**config.mk**
```make
export PLATFORM = sky130hd
export DESIGN_NAME = fp_to_int_conv_flat
export DESIGN_NICKNAME = d
export VERILOG_FILES = /design/src/rtl/fp_pkg.sv /design/src/rtl/fp_to_int_conv_if.sv /design/src/rtl/fp_classify.sv /design/src/rtl/fp_to_int_conv.sv /design/src/flat_wrapper.sv
export SDC_FILE = /design/constraint.sdc
export NUM_CORES = 1
export LEC_CHECK = 0
export ABC_AREA = 1
export BUFFER_PORTS_ARGS = -buffer_cell sky130_fd_sc_hd__buf_2
export CORE_MARGIN = 5
export CORE_UTILIZATION = 57
export DETAILED_ROUTE_END_ITERATION = 12
export PLACE_DENSITY = 0.84
export RECOVER_POWER = 100
export SLEW_MARGIN = 25
export SYNTH_ARGS = -nofsm -noshare
export SYNTH_HDL_FRONTEND = slang
export SYNTH_SLANG_ARGS = --single-unit
```
**constraint.sdc**
```tcl
create_clock -name clk -period 2.7 [get_ports clk]
set_clock_uncertainty 0.15 [all_clocks]
set_input_delay 0.54 -clock clk [delete_from_list [all_inputs] [get_ports clk]]
set_output_delay 0.54 -clock clk [all_outputs]
set_load 0.01 [all_outputs]
```
**src/rtl/fp_pkg.sv**
```systemverilog
// Shared fp32 definitions: field widths, int32 limits, converter FSM states and
// the operand classes produced by fp_classify.
package fp_pkg;

  localparam int EXP_W = 8;
  localparam int MAN_W = 23;
  localparam int BIAS  = 127;

  localparam logic [31:0] INT32_MAX     = 32'h7FFF_FFFF;
  localparam logic [31:0] INT32_MIN     = 32'h8000_0000;
  // -2^31 as fp32: the only exponent-158 operand that still fits in int32
  localparam logic [31:0] FP32_NEG_2P31 = 32'hCF00_0000;

  typedef enum logic [1:0] {
    IDLE,
    SHIFT,
    ROUND,
    DONE
  } state_t;

  typedef enum logic {
    RND_TRUNC = 1'b0,
    RND_RNE   = 1'b1
  } round_mode_t;

  typedef enum logic [2:0] {
    CLS_SPECIAL,
    CLS_ZERO,
    CLS_OVF,
    CLS_RIGHT,
    CLS_LEFT
  } fp_class_t;

  typedef struct packed {
    logic             sign;
    logic [EXP_W-1:0] exponent;
    logic [MAN_W-1:0] mantissa;
  } fp32_t;

endpackage

```
**src/rtl/fp_to_int_conv_if.sv**
```systemverilog
// Operand/result channel of the fp32 -> int32 converter.
// Valid/ready: a transfer happens on a rising edge where valid and ready are both
// high; the source holds its payload stable while valid is high and ready is low.
interface fp_to_int_conv_if;

  logic        in_valid;
  logic        in_ready;
  logic [31:0] A;
  logic        out_valid;
  logic        out_ready;
  logic [31:0] Result;
  logic        invalid;
  logic        overflow;
  logic        inexact;

  modport master (
    output in_valid, A, out_ready,
    input  in_ready, out_valid, Result, invalid, overflow, inexact
  );

  modport slave (
    input  in_valid, A, out_ready,
    output in_ready, out_valid, Result, invalid, overflow, inexact
  );

endinterface

```
**src/rtl/fp_classify.sv**
```systemverilog
// Combinational decode of a packed fp32 operand into its conversion class, the
// shift amount for the iterative shifter, and the final word for special classes.
module fp_classify
  import fp_pkg::*;
(
  input  logic [31:0] a,
  output fp_class_t   cls,
  output logic [4:0]  shamt,
  output logic [31:0] specResult,
  output logic        specInvalid,
  output logic        specOverflow,
  output logic        specInexact
);

  fp32_t f;
  assign f = a;

  always_comb begin
    cls          = CLS_ZERO;
    shamt        = '0;
    specResult   = '0;
    specInvalid  = 1'b0;
    specOverflow = 1'b0;
    specInexact  = 1'b0;
    if (f.exponent == 8'hFF) begin
      cls         = CLS_SPECIAL;
      specInvalid = 1'b1;
      specResult  = ((f.mantissa != '0) || !f.sign) ? INT32_MAX : INT32_MIN;
    end else if (f.exponent < 8'(BIAS - 1)) begin
      // |value| < 0.5: truncates and rounds to zero in every mode
      cls         = CLS_ZERO;
      specInexact = |a[30:0];
    end else if (f.exponent >= 8'(BIAS + 31)) begin
      cls = CLS_OVF;
      if (a == FP32_NEG_2P31) begin
        specResult = INT32_MIN;
      end else begin
        specResult   = f.sign ? INT32_MIN : INT32_MAX;
        specOverflow = 1'b1;
      end
    end else if (f.exponent <= 8'(BIAS + 22)) begin
      cls   = CLS_RIGHT;
      shamt = 5'(8'(BIAS + 23) - f.exponent);
    end else begin
      cls   = CLS_LEFT;
      shamt = 5'(f.exponent - 8'(BIAS + 23));
    end
  end

endmodule

```
**src/rtl/fp_to_int_conv.sv**
```systemverilog
// Sequential fp32 -> int32 converter: classify on accept, denormalize with an
// iterative shifter of up to SHIFT_STEP bits per cycle, then round and negate.
module fp_to_int_conv
  import fp_pkg::*;
#(
  parameter int SHIFT_STEP = 4,
  parameter int ROUND_MODE = 0
) (
  input  logic               clk,
  input  logic               rst_n,
  fp_to_int_conv_if.slave    bus,
  output state_t             dbgState
);

  state_t      state, nextState;
  fp_class_t   cls;
  logic [4:0]  shamt;
  logic [31:0] specResult;
  logic        specInvalid, specOverflow, specInexact;

  logic [31:0] mag, shiftedMag, lowMask, roundedMag;
  logic        guardBit, stickyBit, nextGuard, nextSticky;
  logic [4:0]  remaining, stepK, stepKm1;
  logic        shiftLeft, signReg, roundUp;
  logic [31:0] resultReg;
  logic        invalidReg, overflowReg, inexactReg;
  logic        inReady, outValid;

  fp_classify u_classify (
    .a            (bus.A),
    .cls          (cls),
    .shamt        (shamt),
    .specResult   (specResult),
    .specInvalid  (specInvalid),
    .specOverflow (specOverflow),
    .specInexact  (specInexact)
  );

  always_ff @(posedge clk or negedge rst_n) begin
    if (!rst_n) state <= IDLE;
    else        state <= nextState;
  end

  always_comb begin
    nextState = state;
    inReady   = 1'b0;
    outValid  = 1'b0;
    case (state)
      IDLE: begin
        inReady = 1'b1;
        if (bus.in_valid) begin
          if (cls == CLS_RIGHT || cls == CLS_LEFT) nextState = (shamt == '0) ? ROUND : SHIFT;
          else                                     nextState = DONE;
        end
      end
      SHIFT:   if (remaining == stepK) nextState = ROUND;
      ROUND:   nextState = DONE;
      DONE: begin
        outValid = 1'b1;
        if (bus.out_ready) nextState = IDLE;
      end
      default: nextState = IDLE;
    endcase
  end

  always_comb begin
    stepK      = (remaining > 5'(SHIFT_STEP)) ? 5'(SHIFT_STEP) : remaining;
    stepKm1    = stepK - 5'd1;
    lowMask    = (32'd1 << stepKm1) - 32'd1;
    shiftedMag = mag;
    nextGuard  = guardBit;
    nextSticky = stickyBit;
    if (shiftLeft) begin
      shiftedMag = mag << stepK;
    end else if (stepK != '0) begin
      // The old guard falls behind the new one, so it joins the sticky bit
      shiftedMag = mag >> stepK;
      nextGuard  = mag[stepKm1];
      nextSticky = stickyBit | guardBit | (|(mag & lowMask));
    end
  end

  always_comb begin
    roundUp    = (ROUND_MODE == int'(RND_RNE)) && guardBit && (stickyBit || mag[0]);
    roundedMag = mag + 32'(roundUp);
  end

  always_ff @(posedge clk or negedge rst_n) begin
    if (!rst_n) begin
      mag         <= '0;
      guardBit    <= 1'b0;
      stickyBit   <= 1'b0;
      remaining   <= '0;
      shiftLeft   <= 1'b0;
      signReg     <= 1'b0;
      resultReg   <= '0;
      invalidReg  <= 1'b0;
      overflowReg <= 1'b0;
      inexactReg  <= 1'b0;
    end else begin
      case (state)
        IDLE: if (bus.in_valid) begin
          mag       <= {8'b0, 1'b1, bus.A[22:0]};
          guardBit  <= 1'b0;
          stickyBit <= 1'b0;
          remaining <= shamt;
          shiftLeft <= (cls == CLS_LEFT);
          signReg   <= bus.A[31];
          if (cls != CLS_RIGHT && cls != CLS_LEFT) begin
            resultReg   <= specResult;
            invalidReg  <= specInvalid;
            overflowReg <= specOverflow;
            inexactReg  <= specInexact;
          end
        end
        SHIFT: begin
          mag       <= shiftedMag;
          guardBit  <= nextGuard;
          stickyBit <= nextSticky;
          remaining <= remaining - stepK;
        end
        ROUND: begin
          resultReg   <= signReg ? (-roundedMag) : roundedMag;
          invalidReg  <= 1'b0;
          overflowReg <= 1'b0;
          inexactReg  <= guardBit | stickyBit;
        end
        default: ;
      endcase
    end
  end

  assign bus.in_ready  = inReady;
  assign bus.out_valid = outValid;
  assign bus.Result    = resultReg;
  assign bus.invalid   = invalidReg;
  assign bus.overflow  = overflowReg;
  assign bus.inexact   = inexactReg;
  assign dbgState      = state;

endmodule
```
**src/flat_wrapper.sv**
```systemverilog
// flat-port wrapper written by rule: the top's interface ports become plain ports
module fp_to_int_conv_flat import fp_pkg::*;
#(
  parameter int SHIFT_STEP = 4,
  parameter int ROUND_MODE = 0
)
  (clk, rst_n, dbgState, bus_in_valid, bus_A, bus_out_ready, bus_in_ready, bus_out_valid, bus_Result, bus_invalid, bus_overflow, bus_inexact);
  fp_to_int_conv_if bus_i ();
  input  logic clk;
  input  logic rst_n;
  output state_t dbgState;
  input wire logic [$bits(bus_i.in_valid)-1:0] bus_in_valid;
  input wire logic [$bits(bus_i.A)-1:0] bus_A;
  input wire logic [$bits(bus_i.out_ready)-1:0] bus_out_ready;
  output wire logic [$bits(bus_i.in_ready)-1:0] bus_in_ready;
  output wire logic [$bits(bus_i.out_valid)-1:0] bus_out_valid;
  output wire logic [$bits(bus_i.Result)-1:0] bus_Result;
  output wire logic [$bits(bus_i.invalid)-1:0] bus_invalid;
  output wire logic [$bits(bus_i.overflow)-1:0] bus_overflow;
  output wire logic [$bits(bus_i.inexact)-1:0] bus_inexact;
  assign bus_i.in_valid = bus_in_valid;
  assign bus_i.A = bus_A;
  assign bus_i.out_ready = bus_out_ready;
  assign bus_in_ready = bus_i.in_ready;
  assign bus_out_valid = bus_i.out_valid;
  assign bus_Result = bus_i.Result;
  assign bus_invalid = bus_i.invalid;
  assign bus_overflow = bus_i.overflow;
  assign bus_inexact = bus_i.inexact;
  fp_to_int_conv #(.SHIFT_STEP(SHIFT_STEP), .ROUND_MODE(ROUND_MODE)) u_core (.clk(clk), .rst_n(rst_n), .bus(bus_i), .dbgState(dbgState));
endmodule
```
======== Word level (Yosys, flattened, before mapping) ========
Index checks and enable logic that the tools add are counted.
word-level totals
  memories ................................ 0
  RAM bits ................................ 0
  output and inout port bits .............. 39
  bits in read-only memories .............. 0
  bits of input ports ..................... 36
  word-level logic and storage cells ...... 121
  register bits ........................... 78
  bits in latches ......................... 0
cells by class
  multiply operators ...................... 0
  divide/modulo/power cells ............... 0
  order comparisons ....................... 5
  add/sub/neg operators ................... 6
  reductions and logical operators ........ 18
  bitwise operators ....................... 3
  muxes and demuxes ....................... 58
  equality and inequality tests ........... 17
  shift-type cells ........................ 3
operators with widths
  kind                                                                   count
  32-bit 2-to-1 mux                                                      12
  32-bit case mux with 2 select lines                                    2
  32-bit AND                                                             1
  32-bit == test (second input constant)                                 1
  32-bit negation                                                        1
  32-bit OR reduction                                                    1
  1-bit by 5-bit left shift with 32-bit output (first input constant)    1
  32-bit by 5-bit left shift with 32-bit output                          1
  32-bit by 5-bit >> shifter with 32-bit output                          1
  32-bit by 1-bit subtractor with 32-bit output (second input constant)  1
  31-bit OR reduction                                                    1
  5-bit 2-to-1 mux                                                       6
  23-bit nonzero test                                                    1
  1-bit 2-to-1 mux                                                       21
  3-bit 2-to-1 mux                                                       4
  2-bit 2-to-1 mux                                                       5
  1-bit case mux with 2 select lines                                     5
  5-bit case mux with 2 select lines                                     1
  3-bit AND reduction                                                    3
  8-bit == test (second input constant)                                  1
  8-bit >= comparator (second input constant)                            1
  8-bit <= comparator (second input constant)                            1
  8-bit by 7-bit < comparator with 1-bit output (second input constant)  1
  2-bit case mux with 4 select lines                                     1
  other kinds (27)                                                       36

======== Depth between registers and ports, before layout ========
Gate-level depths: netlist of run 1.
  depth after elaboration ................. 11
  gate-level depth with buffers ........... 16
  gate-level depth less buffers ........... 16

======== Modules after synthesis ========
A second synthesis of run 1 with hierarchy kept.
unflattened totals
  cell total of the unflattened synthesis .. 1,412
  area, all modules ....................... 8,066.5 µm²
modules (own cells, without submodules)
  module          cells each  sequential area each (µm²)  instances  area an instance (µm²)
  fp_to_int_conv  1,260       1,951.9                     1          7,205.7
  fp_classify     152         0.0                         1          860.8

======== Least setup slack after synthesis of run 1 ========
OpenSTA, ideal clock, no wires.
  path type ............................... register to register
  start point ............................. reg u_core.state[0], in the netlist u_core.dbgState[0]
  end point ............................... reg u_core.mag[2]
  buffers on the path ..................... 0
  slack ................................... 0.506 ns
  data required time ...................... 2.427 ns
  period minus slack after synthesis ...... 2.194 ns
  arrival ................................. 1.920 ns
  stages on the path, launching flop included .. 12
  library setup time ...................... 0.123 ns
  cell sequence ........................... dfrtp_1 > inv_1 > ha_1 > nand2_1 > o21ai_2 > nand2_2 > inv_2 > nand2_1 > a21oi_1 > nand2_1 > a211oi_1 > nor2_1
on the way
  cells in the longest elaborated chain, start to end .. 3
  elaborated cells between the ends (all ways) .. 7
  those cells by class .................... eq/ne: 3; mux: 1; reduce/logical: 3
ends and longest elaborated chain
  item                                                                                     line                   RTL
  from (decl)                                                                              fp_to_int_conv.sv:15   state_t state, nextState;
  from (signal assigned)                                                                   fp_to_int_conv.sv:41   else state <= nextState;
  2-bit by 1-bit == test with 1-bit output or 2-bit logical NOT (tied branches)            fp_to_int_conv.sv:101  case (state)
  3-bit by 1-bit != test with 1-bit output (no source line), or another cell as far along  -
  3-bit AND reduction (no source line)                                                     -
  to (signal assigned)                                                                     fp_to_int_conv.sv:103  mag <= {8'b0, 1'b1, bus.A[22:0]};
  to (signal assigned)                                                                     fp_to_int_conv.sv:117  mag <= shiftedMag;
  to (decl)                                                                                fp_to_int_conv.sv:21   logic [31:0] mag, shiftedMag, lowMask, roundedMag;
Parallel ways exist; a longest one is shown, timed or not.
A chain may end at the register's enable or synchronous reset.

======== Worst setup path in the final report of run 1 ========
  start point ............................. reg u_core.state[1], in the netlist u_core.dbgState[1]
  end point ............................... reg u_core.mag[11]
Same word-level chain as after synthesis.

==> flow_metrics.env, run 1 <==
export IMPL_crit_buf_inv=2
export IMPL_wl_um=24000
export IMPL_fin_util_pct=64.4
export IMPL_grt_setup_unrepaired="no"
export IMPL_synth_edff_count=0
export IMPL_grt_max_degree=50
export IMPL_fillers=1261
export IMPL_path_delay_family="simple AND/OR/NAND/NOR gates"
export IMPL_drtIter0Drc=1039
export IMPL_critPathKind="reg2reg"
export IMPL_cp_data_required_time_ns=2.83
export IMPL_crit_fanout=11
export IMPL_mostFrequentLayoutCells="nand2_1 (330), nor2_1 (165), nand3_1 (101)"
export IMPL_globalplace_congestion=1.00
export IMPL_worst_pin_slew_ns=1.53
export IMPL_status="complete, but fails checks"
export IMPL_tritoncts="done"
export IMPL_synthesis_nets=1221
export IMPL_r2r_end="u_core.mag[11]$_DFFE_PN0P_"
export IMPL_cts_buffer_depth=2
export IMPL_dpl_cell_area_mm2=0.00786
export IMPL_slew_headroom_pct=-2.16
export IMPL_synthArstFlopShare_pct=100
export IMPL_coreArea_mm2=0.0126
export IMPL_min_delay_path_depth=2
export IMPL_crit_slowest_cell="nor2_1"
export IMPL_path_cells="inv_1 > ha_1 > nand2_1 > nor2_1 > clkbuf_2 > nand2_1 > nand3_1 > nor2_1 > a21oi_2"
export IMPL_post_cts_buffers=0
export IMPL_dieArea_mm2=0.0151
export IMPL_numCtsBuffers=9
export IMPL_drc=0
export IMPL_synth_top_area_cell="dfrtp_1"
export IMPL_clock_latency_ns=0.35
export IMPL_slew_violations=24
export IMPL_routed_via_count=8340
export IMPL_grt_usage_pct=32.4
export IMPL_r2r_slack_ns=0.17
export IMPL_synth_area_mm2=0.00725
export IMPL_failed_checks="max-capacitance violations, max-slew violations"
export IMPL_end_kind="flop"
export IMPL_final_common_cell="nand2_1"
export IMPL_hold_start="u_core.bus.overflow$_DFFE_PN0P_"
export IMPL_antenna_left=0
export IMPL_netlist_instances=1170
export IMPL_ys_seq_elements=78
export IMPL_htreeDepth=3
export IMPL_reg2reg_depth=9
export IMPL_period_share_pct=93.6
export IMPL_start_util_pct=57.7
export IMPL_ys_types=49
export IMPL_cts_sinks=78
export IMPL_grt_remaining_overflow=0
export IMPL_leakage_uw=0.00372
export IMPL_synth_seq_area_share_pct=26.9
export IMPL_synth_top_area_share_pct=26.9
export IMPL_fin_area_mm2=0.00809
export IMPL_avgSynthCellArea_um2=6.20
export IMPL_max_freq_mhz=396
export IMPL_ys_top_cells_by_area="dfrtp_1 (27%), nand2_1 (17%), nor2_1 (8.4%), nand3_1 (7.0%), a21oi_1 (5.2%)"
export IMPL_fin_tns_setup_ns=0
export IMPL_arrival_ns=2.66
export IMPL_grt_pass1_vias=7521
export IMPL_cts_clk_slew_worst_paths_ns=0.06
export IMPL_die_h_um=123
export IMPL_start_kind="flop"
export IMPL_p_per_area_mw_per_mm2=1340
export IMPL_drt_pass1_iterations=6
export IMPL_synth_ff_type="dfrtp_1"
export IMPL_whs_endpoint="u_core.bus.overflow$_DFFE_PN0P_"
export IMPL_area_delta_synth_final_pct=11.6
export IMPL_drv_cap=1
export IMPL_wl_per_cell_um=16.9
export IMPL_cts_root_buf="clkbuf_16"
export IMPL_setup_viol=0
export IMPL_cpPeakStageDelay_ns=0.51
export IMPL_period_needed_ns=2.53
export IMPL_num_antenna_cells=0
export IMPL_drt_vias_per_instance=5.89
export IMPL_yosysWarningCount=0
export IMPL_die_w_um=123
export IMPL_rows=41
export IMPL_hold_viol=0
export IMPL_rr_startpoint="u_core.dbgState[1]$_DFFE_PN0P_"
export IMPL_io_buffers=74
export IMPL_final_nets=1289
export IMPL_dp_hpwl_um=18000
export IMPL_boundaryPins=75
export IMPL_hold_path_class="reg2reg"
export IMPL_whs_ns=0.337
export IMPL_drive_above_1_share_pct=9.49
export IMPL_ir_drop_mv=0.693
export IMPL_grt_pass1_wl_um=38600
export IMPL_antenna_found_initial=0
==> what timing repair did <==
action / in CTS / in global routing
endpoints found under the hold margin: 22 / 0
setup endpoints to repair: 0 / 1
resized for setup: 0 / 1
hold buffers: 1 / 0
==> area by class of cell <==
class	instances	area, µm²	area share [%]
multi-input cells	941	4590	56.8
clock inverters	6	86.3	1.07
well taps	172	215	2.66
clock buffers	10	229	2.83
inverters	99	372	4.59
flip-flops and latches	78	1950	24.1
repair buffers	109	643	7.95
==> power by group <==
group / total [µW] / switching, µW / internal (µW) / leakage (µW)
clock network: 1330 / 519 / 809 / 0.000152
logic: 7020 / 4690 / 2330 / 0.00265
registers: 2500 / 719 / 1780 / 0.000914
total: 10800 / 5930 / 4920 / 0.00372
==> worst min-delay path: cells and delay by family, from the launching register on <==
kind / cells / cell delay (ns)
flops: 1 / 0.35
simple gates: 2 / 0.10
==> flip-flops by register name (all words and copies together) (netlist names) <==
name                 cells
u_core.signReg           1
u_core.mag              32
u_core.bus.invalid       1
u_core.bus.Result       32
u_core.dbgState          2
u_core.shiftLeft         1
u_core.bus.overflow      1
u_core.bus.inexact       1
u_core.guardBit          1
u_core.stickyBit         1
u_core.remaining         5
==> through the flow <==
stage	setup WS [ns]	total power (µW)	cells
final	0.174	10800	1415
after global routing	0.0265	11700	1415
after CTS	0.277	10800	1415
after detailed placement	0.232	9420	1398
after global placement	0.330	9300	1398
after floorplan	0.506	7350	1170
==> synth_stat cells (2+ instances only) <==
master      n
o21ai_1    54
or2_2       2
ha_1       15
clkbuf_1   22
buf_1       4
a221oi_1    3
o211ai_1   10
a31oi_1     6
nor2_4      6
nand3b_1    3
mux2i_1    19
dfrtp_1    78
buf_2      10
nor2_2      3
o21a_1     17
buf_4       5
nor2_1    163
nor3_1     11
a22oi_1     2
inv_1      84
a21oi_2    10
nand2_4     2
nand2_2     5
nand3_1   101
inv_2      14
nand4_1    11
nand2_1   330
o22ai_1     2
o31ai_1     2
buf_6      10
xor2_1      9
o21ai_0    64
a21oi_1    76
nand3_2     2
==> worst max-delay path by stage <==
stage / startpoint / endpoint / slack [ns] / cells past startpoint
2_1_floorplan: u_core.dbgState[0]$_DFFE_PN0P_ / u_core.mag[2]$_DFFE_PN0P_ / 0.51 / 11
3_5_place_dp: bus_A[25] / u_core.bus.Result[24]$_DFFE_PN0P_ / 0.23 / 13
6_report: u_core.dbgState[1]$_DFFE_PN0P_ / u_core.mag[11]$_DFFE_PN0P_ / 0.17 / 9
5_1_grt: u_core.dbgState[1]$_DFFE_PN0P_ / u_core.mag[7]$_DFFE_PN0P_ / 0.03 / 8
4_1_cts: u_core.remaining[3]$_DFFE_PN0P_ / u_core.stickyBit$_DFFE_PN0P_ / 0.28 / 12
3_3_place_gp: bus_A[25] / u_core.bus.Result[1]$_DFFE_PN0P_ / 0.33 / 13
==> cells by family (layout without fill, tap and decap cells) <==
group                      after synthesis  count (layout)  synth area share [%]
and+or+nand+nor                        645             645                  37.8
AOI/OAI and AO/OA                      251             251                  19.5
buffers and inverters                  151             224                  9.30
DFF                                     78              78                  26.9
muxes                                   19              19                  2.62
adders and majority gates               15              15                  2.59
xor gates and xnor gates                10              10                  1.21
other                                    1               1                0.0517
==> routing by layer <==
| metal | GRT usage [%] | wire length (µm) | part of all wire [%] | up-vias |
|---|---|---|---|---|
| met1 | 48.1 | 10200 | 43 | 3771 |
| met3 | 4.38 | 2740 | 11 | 73 |
| li1 | - | - | - | 3986 |
| met2 | 48.0 | 10300 | 43 | 510 |
| met5 | 0 | 0 | 0 | - |
| met4 | 11.5 | 758 | 3.2 | 0 |
No activity file was read; power rests on OpenSTA's default activity.
==> inputs of run 2 (changes only) <==
- CORE_UTILIZATION: 57 -> 24
- PLACE_DENSITY: 0.84 -> 0.45
==> flow_metrics.env, run 2 (synthesized netlist as in run 1, its figures left out) <==
export IMPL_status="finished clean"
export IMPL_die_h_um=184
export IMPL_globalplace_congestion=0.879
export IMPL_critPathKind="reg2reg"
export IMPL_leakage_uw=0.00374
export IMPL_p_per_area_mw_per_mm2=1310
export IMPL_hold_path_class="in2async"
export IMPL_wl_um=28400
export IMPL_wl_per_cell_um=17.3
export IMPL_dieArea_mm2=0.0338
export IMPL_cts_buffer_depth=2
export IMPL_grt_usage_pct=16.7
export IMPL_dp_hpwl_um=22400
export IMPL_path_cells="ha_1 > nand2_1 > nor2_1 > clkbuf_2 > nand2_1 > nand3_1 > nor2_1 > a21oi_1"
export IMPL_drc=0
export IMPL_r2r_slack_ns=0.25
export IMPL_clock_latency_ns=0.35
export IMPL_cts_root_buf="clkbuf_16"
export IMPL_grt_remaining_overflow=0
export IMPL_slew_violations=0
export IMPL_htreeDepth=3
export IMPL_start_kind="flop"
export IMPL_whs_ns=0.188
export IMPL_cpPeakStageDelay_ns=0.49
export IMPL_fin_area_mm2=0.00839
export IMPL_mostFrequentLayoutCells="nand2_1 (330), nor2_1 (166), nand3_1 (101)"
export IMPL_antenna_left=0
export IMPL_hold_viol=0
export IMPL_grt_setup_unrepaired="no"
export IMPL_slew_headroom_pct=33.5
export IMPL_grt_max_degree=53
export IMPL_cts_clk_slew_worst_paths_ns=0.06
export IMPL_crit_fanout=13
export IMPL_boundaryPins=75
export IMPL_grt_pass1_vias=7764
export IMPL_routed_via_count=7985
export IMPL_post_cts_buffers=0
export IMPL_final_common_cell="nand2_1"
export IMPL_drive_above_1_share_pct=10.9
export IMPL_dpl_cell_area_mm2=0.00822
export IMPL_setup_viol=0
export IMPL_tritoncts="done"
export IMPL_numCtsBuffers=9
export IMPL_crit_slowest_cell="nor2_1"
export IMPL_fin_util_pct=28.2
export IMPL_start_util_pct=24.4
export IMPL_end_kind="flop"
export IMPL_drt_pass1_iterations=6
export IMPL_grt_pass1_wl_um=44700
export IMPL_rows=63
export IMPL_postCtsHoldBufs=0
export IMPL_fin_tns_setup_ns=0
export IMPL_antenna_found_initial=1
export IMPL_drt_vias_per_instance=4.86
export IMPL_p_total_uw=11000
export IMPL_area_delta_synth_final_pct=15.8
export IMPL_final_nets=1301
export IMPL_worst_pin_slew_ns=0.998
export IMPL_cp_data_required_time_ns=2.82
export IMPL_ir_drop_mv=0.436
export IMPL_max_freq_mhz=409
export IMPL_cts_sinks=78
export IMPL_period_needed_ns=2.45
export IMPL_die_w_um=184
export IMPL_drtIter0Drc=617
export IMPL_coreArea_mm2=0.0297
export IMPL_io_buffers=74
export IMPL_ctsResizeCount=0
export IMPL_period_share_pct=90.7
export IMPL_arrival_ns=2.57
export IMPL_num_antenna_cells=0
export IMPL_drv_cap=0
==> run 2: worst max-delay path, delay by kind of cell, from the launching register on <==
family                   cells  cell delay (ns)
flip-flops                   1             0.42
AO/OA/AOI/OAI                1             0.12
AND/OR/NAND/NOR              5             0.94
adder cells (fa/ha/maj)      1             0.36
buffers and inverters        1             0.38
==> run 2: path summary, 6_finish.rpt <==
kind                       cells after the start                                to                           start
min in group clk                               2    u_core.bus.invalid$_DFFE_PN0P_  u_core.bus.invalid$_DFFE_PN0P_
setup / recovery                               8         u_core.mag[9]$_DFFE_PN0P_  u_core.dbgState[0]$_DFFE_PN0P_
hold reg to reg                                2    u_core.bus.invalid$_DFFE_PN0P_  u_core.bus.invalid$_DFFE_PN0P_
hold / removal                                 1  u_core.bus.Result[9]$_DFFE_PN0P_                           rst_n
max in group asynchronous                      2   u_core.remaining[0]$_DFFE_PN0P_                           rst_n
setup reg to reg                               8         u_core.mag[9]$_DFFE_PN0P_  u_core.dbgState[0]$_DFFE_PN0P_
==> run 2: power breakdown <==
| part | switching [µW] | internal [µW] |
|---|---|---|
| Combinational | 4950 | 2440 |
| Clock | 536 | 616 |
| Sequential | 684 | 1780 |
| Total | 6170 | 4840 |
==> run 2: layout make-up <==
type | instances | area (µm²)
Clock buffer | 11 | 233
Clock inverter | 4 | 25.0
Fill cell | 3397 | 21300
Inverter | 99 | 372
Multi-Input combinational cell | 941 | 4600
Sequential cell | 78 | 1950
Tap cell | 390 | 488
Timing Repair Buffer | 121 | 722
==> run 2: per-layer routing <==
metal	part of all wire (%)	vias up	routed length, µm	GRT usage [%]
met4	1.2	2	329	3.52
met5	0.025	-	7	0
met2	42	223	12000	25.2
met1	51	3722	14400	25.6
met3	5.9	21	1670	2.02
li1	-	4017	-	-
==> run 2: stage by stage <==
step                      worst slack [ns]  std cells
final                                0.252       1644
after global routing                0.0883       1644
after CTS                            0.301       1644
after detailed placement             0.118       1629
after global placement               0.179       1629
after floorplan                      0.506       1170
==> inputs of run 3 (changes only) <==
- CELL_PAD_IN_SITES_DETAIL_PLACEMENT: unset -> 2
- CELL_PAD_IN_SITES_GLOBAL_PLACEMENT: unset -> 2
- PLACE_DENSITY: 0.45 -> 0.69
==> flow_metrics.env, run 3 (synthesized netlist as in run 1, its figures left out) <==
export IMPL_start_kind="flop"
export IMPL_cts_clk_slew_worst_paths_ns=0.07
export IMPL_tritoncts="done"
export IMPL_hold_viol=0
export IMPL_coreArea_mm2=0.0297
export IMPL_antenna_left=0
export IMPL_cpPeakStageDelay_ns=0.44
export IMPL_arrival_ns=2.55
export IMPL_antenna_found_initial=1
export IMPL_grt_setup_unrepaired="no"
export IMPL_wl_um=32300
export IMPL_grt_pass1_wl_um=51100
export IMPL_drtIter0Drc=471
export IMPL_slew_violations=0
export IMPL_reg2reg_depth=10
export IMPL_dp_hpwl_um=25200
export IMPL_area_delta_synth_final_pct=15.8
export IMPL_io_buffers=74
export IMPL_period_needed_ns=2.48
export IMPL_globalplace_congestion=0.841
export IMPL_mostFrequentLayoutCells="nand2_1 (330), nor2_1 (164), nand3_1 (101)"
export IMPL_cts_sinks=78
export IMPL_setup_viol=0
export IMPL_crit_fanout=29
export IMPL_dieArea_mm2=0.0338
export IMPL_cp_data_required_time_ns=2.77
export IMPL_path_cells="inv_1 > ha_1 > nand2_1 > o21ai_2 > nand2_2 > buf_6 > a21oi_1 > nand2_1 > nor2_1 > a21oi_1"
export IMPL_critPathKind="reg2reg"
export IMPL_worst_pin_slew_ns=1.17
export IMPL_clock_latency_ns=0.35
export IMPL_p_per_area_mw_per_mm2=1350
export IMPL_drv_cap=0
export IMPL_crit_slowest_cell="dfrtp_1"
export IMPL_grt_max_degree=53
export IMPL_grt_pass1_vias=8885
export IMPL_period_share_pct=91.8
export IMPL_drt_pass1_iterations=4
export IMPL_fillers=3688
export IMPL_multi_input_area_mm2=0.00461
export IMPL_num_antenna_cells=0
export IMPL_regArea_mm2=0.00195
export IMPL_drt_vias_per_instance=5.10
export IMPL_max_freq_mhz=403
export IMPL_slew_headroom_pct=21.9
export IMPL_leakage_uw=0.00372
export IMPL_status="finished clean"
export IMPL_die_h_um=184
export IMPL_cts_buffer_depth=2
export IMPL_cts_root_buf="clkbuf_16"
export IMPL_htreeDepth=3
export IMPL_ir_drop_mv=0.383
export IMPL_wl_per_cell_um=19.7
export IMPL_r2r_end="u_core.mag[21]$_DFFE_PN0P_"
export IMPL_r2r_slack_ns=0.22
export IMPL_boundaryPins=75
export IMPL_fin_tns_setup_ns=0
export IMPL_routed_via_count=8346
export IMPL_numCtsBuffers=9
export IMPL_final_common_cell="nand2_1"
export IMPL_hold_path_class="in2async"
export IMPL_rr_startpoint="u_core.dbgState[0]$_DFFE_PN0P_"
export IMPL_die_w_um=184
export IMPL_final_nets=1293
export IMPL_end_kind="flop"
export IMPL_fin_util_pct=28.2
export IMPL_grt_remaining_overflow=0
export IMPL_drc=0
export IMPL_drive_above_1_share_pct=10.5
export IMPL_start_util_pct=24.4
export IMPL_grt_usage_pct=19.1
export IMPL_post_cts_buffers=0
export IMPL_rows=63
-- run 3: report_power, final --
part           switching, µW  total (µW)  internal, µW
clock                    552        1290           736
combinational           5110        7490          2380
sequential               768        2550          1780
total                   6430       11300          4890
-- run 3: final cells by class --
| cell class | instances | area share (%) |
|---|---|---|
| multi-input cells | 941 | 55.0 |
| flip-flops and latches | 78 | 23.3 |
| repair buffers | 113 | 8.02 |
| well taps | 390 | 5.82 |
| inverters | 99 | 4.44 |
| clock buffers | 11 | 2.89 |
| clock inverters | 4 | 0.567 |
-- run 3: worst max-delay path by stage --
stage	slack (ns)	endpoint	cells past startpoint	startpoint
2_1_floorplan	0.51	u_core.mag[2]$_DFFE_PN0P_	11	u_core.dbgState[0]$_DFFE_PN0P_
3_3_place_gp	0.17	u_core.bus.inexact$_DFFE_PN0P_	12	bus_A[25]
3_5_place_dp	0.01	u_core.bus.inexact$_DFFE_PN0P_	12	bus_A[25]
4_1_cts	0.16	u_core.mag[2]$_DFFE_PN0P_	11	u_core.dbgState[0]$_DFFE_PN0P_
5_1_grt	0.02	u_core.mag[26]$_DFFE_PN0P_	9	u_core.dbgState[1]$_DFFE_PN0P_
6_report	0.22	u_core.mag[21]$_DFFE_PN0P_	10	u_core.dbgState[0]$_DFFE_PN0P_
-- run 3: per-layer routing --
metal  global-route usage (%)  part of all wire, %  vias up
met2                     31.0                   45      116
met1                     28.1                   51     4215
met4                     2.87                 0.77        0
met3                     1.84                  3.1       16
li1                         -                    -     3999
met5                        0                    0        -
-- run 3: repair_timing --
action                                  4_1_cts  5_1_grt
gates resized for setup                       0        1
endpoints found under the hold margin         0        0
endpoints found under the setup margin        0        2
hold buffers                                  0        0
-- run 3: worst max-delay path: cells and delay by family (launching register included) --
| family | cells | cell delay (ns) |
|---|---|---|
| AND/OR/NAND/NOR | 4 | 0.58 |
| AO/OA/AOI/OAI | 3 | 0.49 |
| flip-flops | 1 | 0.44 |
| buffers and inverters | 2 | 0.35 |
| adder cells (fa/ha/maj) | 1 | 0.33 |
-- run 3: per-stage QoR --
stage	power, µW	std cells	cell area (µm²)	hold slack, ns	setup slack [ns]
CTS	11500	1636	8490	0.0329	0.159
floorplan	7350	1170	7250	0.0944	0.506
detailed placement	10200	1621	8200	0.326	0.0113
global placement	9950	1621	8200	0.336	0.167
finish	11300	1636	8390	0.198	0.222
global route	12300	1636	8390	0.306	0.0226
